File: src/rtl/entrada_handshake.sv
// IN-instruction responder: stalls the datapath until a debounced press+release of
// botaoIN confirms the switches, then presents them on DadosLidos with a one-cycle dadoPronto.
module entrada_handshake #(
   parameter int DEBOUNCE_CYCLES = 50000,
   parameter int SYNC_STAGES     = 2,
   parameter int DATA_W          = 4
) (
   input  logic              clk,
   input  logic              reset,
   input  logic [1:0]        entradaSaidaControl,
   input  logic [DATA_W-1:0] entradaDeDados,
   input  logic              botaoIN,
   output logic [31:0]       DadosLidos,
   output logic              haltIN,
   output logic              dadoPronto
);

   localparam int SYNC_N = (SYNC_STAGES < 2) ? 2 : SYNC_STAGES;
   localparam int CNT_W  = (DEBOUNCE_CYCLES > 2) ? $clog2(DEBOUNCE_CYCLES) : 1;
   localparam logic [CNT_W-1:0] CNT_LAST = CNT_W'(DEBOUNCE_CYCLES - 1);

   localparam logic [1:0] S_IDLE         = 2'd0;
   localparam logic [1:0] S_WAIT_PRESS   = 2'd1;
   localparam logic [1:0] S_WAIT_RELEASE = 2'd2;
   localparam logic [1:0] S_DONE         = 2'd3;

   logic [SYNC_N-1:0] r_sync;
   logic [CNT_W-1:0]  r_cnt;
   logic              r_btn_db;
   logic              r_btn_db_d;
   logic [1:0]        r_state;
   logic [1:0]        w_state_next;
   logic              w_btn_s;
   logic              w_rise;
   logic              w_fall;
   logic              w_req;
   logic              w_capture;

   always_ff @(posedge clk or negedge reset) begin
      if (!reset) begin
         r_sync <= '0;
      end else begin
         r_sync <= {r_sync[SYNC_N-2:0], botaoIN};
      end
   end

   assign w_btn_s = r_sync[SYNC_N-1];

   // The debounced level only moves after DEBOUNCE_CYCLES consecutive disagreeing samples.
   always_ff @(posedge clk or negedge reset) begin
      if (!reset) begin
         r_cnt      <= '0;
         r_btn_db   <= 1'b0;
         r_btn_db_d <= 1'b0;
      end else begin
         r_btn_db_d <= r_btn_db;
         if (w_btn_s == r_btn_db) begin
            r_cnt <= '0;
         end else if (r_cnt == CNT_LAST) begin
            r_btn_db <= w_btn_s;
            r_cnt    <= '0;
         end else begin
            r_cnt <= r_cnt + 1'b1;
         end
      end
   end

   assign w_rise    = r_btn_db & ~r_btn_db_d;
   assign w_fall    = ~r_btn_db & r_btn_db_d;
   assign w_req     = (entradaSaidaControl == 2'b10);
   assign w_capture = (r_state == S_WAIT_PRESS) && w_req && w_rise;

   always_comb begin
      w_state_next = r_state;
      case (r_state)
         S_IDLE: begin
            if (w_req) w_state_next = S_WAIT_PRESS;
         end
         S_WAIT_PRESS: begin
            if (!w_req)      w_state_next = S_IDLE;
            else if (w_rise) w_state_next = S_WAIT_RELEASE;
         end
         S_WAIT_RELEASE: begin
            if (!w_req)      w_state_next = S_IDLE;
            else if (w_fall) w_state_next = S_DONE;
         end
         default: w_state_next = S_IDLE;
      endcase
   end

   always_ff @(posedge clk or negedge reset) begin
      if (!reset) begin
         r_state    <= S_IDLE;
         DadosLidos <= '0;
      end else begin
         r_state <= w_state_next;
         if (w_capture) DadosLidos <= 32'(entradaDeDados);
      end
   end

   // Mealy term in IDLE lets the stall cover the request cycle itself.
   assign haltIN     = reset && (((r_state == S_IDLE) && w_req) ||
                                 (r_state == S_WAIT_PRESS) ||
                                 (r_state == S_WAIT_RELEASE));
   assign dadoPronto = (r_state == S_DONE);

endmodule

File: config.mk
export PLATFORM = sky130hd
export DESIGN_NAME = entrada_handshake
export DESIGN_NICKNAME = d
export VERILOG_FILES = /design/src/rtl/entrada_handshake.sv
export SDC_FILE = /design/constraint.sdc
export NUM_CORES = 1
export LEC_CHECK = 0
export ABC_AREA = 1
export ABC_CLOCK_PERIOD_IN_PS = 2000
export BUFFER_PORTS_ARGS = -buffer_cell sky130_fd_sc_hd__buf_4
export CORE_MARGIN = 4
export CORE_UTILIZATION = 56
export DETAILED_ROUTE_END_ITERATION = 6
export GPL_ROUTABILITY_DRIVEN = 0
export PLACE_DENSITY = 0.84
export SLEW_MARGIN = 20
export SYNTH_ARGS = -nofsm -noshare
export SYNTH_HDL_FRONTEND = slang
export SYNTH_SLANG_ARGS = --single-unit
File: constraint.sdc
create_clock -name clk -period 2 [get_ports clk]
set_input_delay 0.3 -clock clk [delete_from_list [all_inputs] [get_ports clk]]
set_output_delay 0.3 -clock clk [all_outputs]
set_load 0.03 [all_outputs]
==> results.toml <==
[hold_path]
min_from = "botaoIN"
holdPathEnd = "r_sync[0]"
hold_path_class = "in2reg"
min_path_cells = 1

[clock_network]
post-cts-setup-buffers = 0
cts_buffers = 3
cts-htree-levels = 1
clockBufferDepth = 2
clkTransAtPathRegs_ns = 0.13
cts-root-buf = "clkbuf_4"
cts_tree = "yes"
clock_latency_ns = 0.32
cts.sinks = 26

[global_routing]
grt_overflow_total = 0
grt_pass1_wl_um = 4540
grt_usage = 0.165
grt_pass1_vias = 1016
grt_antenna_before_repair = 0
grt_max_degree = 27

[floorplanning]
fp.dieW_um = 61.4
fp.dieArea_mm2 = 0.00377
row_count = 19
die_y_um = 61.4
coreArea_mm2 = 0.00273
io_pins = 43
initial_core_util = 0.585

[layout]
layoutNonFillerInstCount = 255
n_antenna_cell = 0
final_cell_mix = "nand2_1 (38), nor2_1 (34), conb_1 (28)"
area_delta_synth_final_pct = 6.57
final_common_cell = "nand2_1"
drive_above_1_share = 0.152
fin_nets = 235
fillCellCount = 235

[setup_path]
ff2ff_path_depth = 6
r2r_end = "r_cnt[4]"
path_delay_family = "flip-flops"
reg2reg_from = "r_cnt[0]"
cp_slowest_cell = "dfrtp_1"
crit_type = "reg2out"
cp_max_fo = 5
crit_required_ns = 1.70
crit_path_max_incr_delay_ns = 0.45
end_kind = "primary output"
cp_data_arrival_time_ns = 1.28
ff2ff_setup_slack_ns = 0.57
path_buf_inv = 1
crit_chain = "nor2_1, nand2_1, nand2_1, nor2_1, buf_4"
worst_setup_path_start_kind = "flip-flop"

[timing]
layout_setup_ws_ns = 0.417
fin_crit_sh = 0.792
setup_viol_count_final = 0
hold_viol = 0
timing.hold.ws_ns = 0.0800
fmax_ghz = 0.632
rsz0062_at_grt = "false"
maxSlewViolCount = 0
fin_skew_ns = 0.00468
fin_tns_setup_ns = 0
period_minus_slack_ns = 1.58

[yosys]
synth_edf_count = 0
ys_seq_area_frac = 0.407
async_flop_share = 1.00
syn_area_per_cell_um2 = 7.80
synthesis.area_mm2 = 0.00160
yosys_most_used_dff = "dfrtp_1"
synth_warnings = 0
synthCells = 205
synth_cell_types = 26
ys_ff_latch = 26

[place]
post-dp-hpwl_um = 2230
port_buffers = 14
dpl.cell_count = 250
place_ws_ns = 0.587

[routing]
wirelength_um = 2830
route.detailed.drc = 0
first_pass_iters = 4
vias_per_cell = 4.83
route.vias.total = 1232
wl_per_cell_um = 11.1
ant_nets = 0
initialDrtViolationCount = 50

[pwr]
power_density_mw_per_mm2 = 661
max-vdd-ir-drop_mv = 0.600
p_leak_uw = 0.000908

[status]
status = "completed"

[flow_run]
maxCapViolations = 0
## kinds of logic (layout without fill, tap and decap cells)
| kind of cell | Yosys count | after routing | synth area share |
|---|---|---|---|
| simple gates | 103 | 103 | 0.308 |
| compound gates | 15 | 15 | 0.0540 |
| xor+xnor | 4 | 4 | 0.0266 |
| buf+inv | 55 | 47 | 0.195 |
| fa+ha+maj | 1 | 1 | 0.00782 |
| other cells | 1 | 28 | 0.00235 |
| flops | 26 | 26 | 0.407 |
## worst max-delay path by stage
| stage | startpoint | endpoint | slack [ns] | cells past startpoint |
|---|---|---|---|---|
| final | r_state[0] | haltIN | 0.42 | 5 |
| after global routing | r_state[0] | haltIN | 0.26 | 5 |
| after CTS | r_state[0] | haltIN | 0.40 | 5 |
| after detailed placement | r_cnt[0] | r_cnt[4] | 0.59 | 6 |
| after global placement | r_cnt[0] | r_cnt[8] | 0.66 | 6 |
| after floorplan | r_state[0] | haltIN | 0.63 | 3 |
## per-stage QoR
stage | cell area (µm²) | power [µW] | utilization
finish | 1700 | 1130 | 0.623
global route | 1700 | 1190 | 0.623
CTS | 1700 | 1140 | 0.623
detailed placement | 1640 | 781 | 0.600
global placement | 1640 | 777 | 0.600
floorplan | 1700 | 771 | -
## layer usage
metal,share of wire,vias up,global-route usage,wire (µm)
met5,0,-,0,0
met4,0.0071,0,0.0515,20
met3,0.050,4,0.0273,142
met2,0.48,38,0.248,1360
met1,0.46,563,0.246,1310
li1,-,627,-,-
## cell type report
| cell class | instances | area [µm²] | area share |
|---|---|---|---|
| Inverter | 27 | 101 | 0.0595 |
| Timing Repair Buffer | 16 | 123 | 0.0720 |
| Sequential cell | 26 | 651 | 0.382 |
| Multi-Input combinational cell | 151 | 738 | 0.433 |
| Tap cell | 31 | 38.8 | 0.0228 |
| Clock buffer | 3 | 22.5 | 0.0132 |
| Clock inverter | 1 | 30.0 | 0.0176 |
## registers in the layout, indices dropped and copies added, names as in the netlist
signal	count
r_cnt	16
DadosLidos	4
r_state	2
r_sync	2
r_btn_db	1
r_btn_db_d	1
## cell usage after synthesis (2+ instances only)
cell,instances,area (µm²)
nor2_4,2,22.5
nand4_1,6,37.5
dfrtp_1,26,651
xor2_1,2,17.5
nor3_1,3,15.0
o21ai_0,7,35.0
inv_1,26,97.6
a31oi_1,2,12.5
buf_4,28,210
nand2_2,4,25.0
nand3_2,2,20.0
nand2_1,38,143
a21oi_1,4,20.0
nor2_1,34,128
nand3_1,10,50.1
## timing repair
| item | CTS | global route |
|---|---|---|
| setup endpoints to repair | 0 | 0 |
| resized for setup | 0 | 0 |
| hold endpoints to repair | 26 | 0 |
| hold buffers | 1 | 0 |
## report_power, final
group | internal (µW) | total (µW) | switching (µW)
Sequential | 545 | 568 | 23.3
Combinational | 52.1 | 203 | 151
Clock | 203 | 354 | 152
## worst register-to-register path: stages, from the launching register on
cell	delay, ns
dfrtp_1	0.43
ha_1	0.27
nand3_2	0.14
nor3_2	0.15
nand2_2	0.13
nand2_2	0.15
nor2_1	0.06
Power figures use the tool's default switching activity.
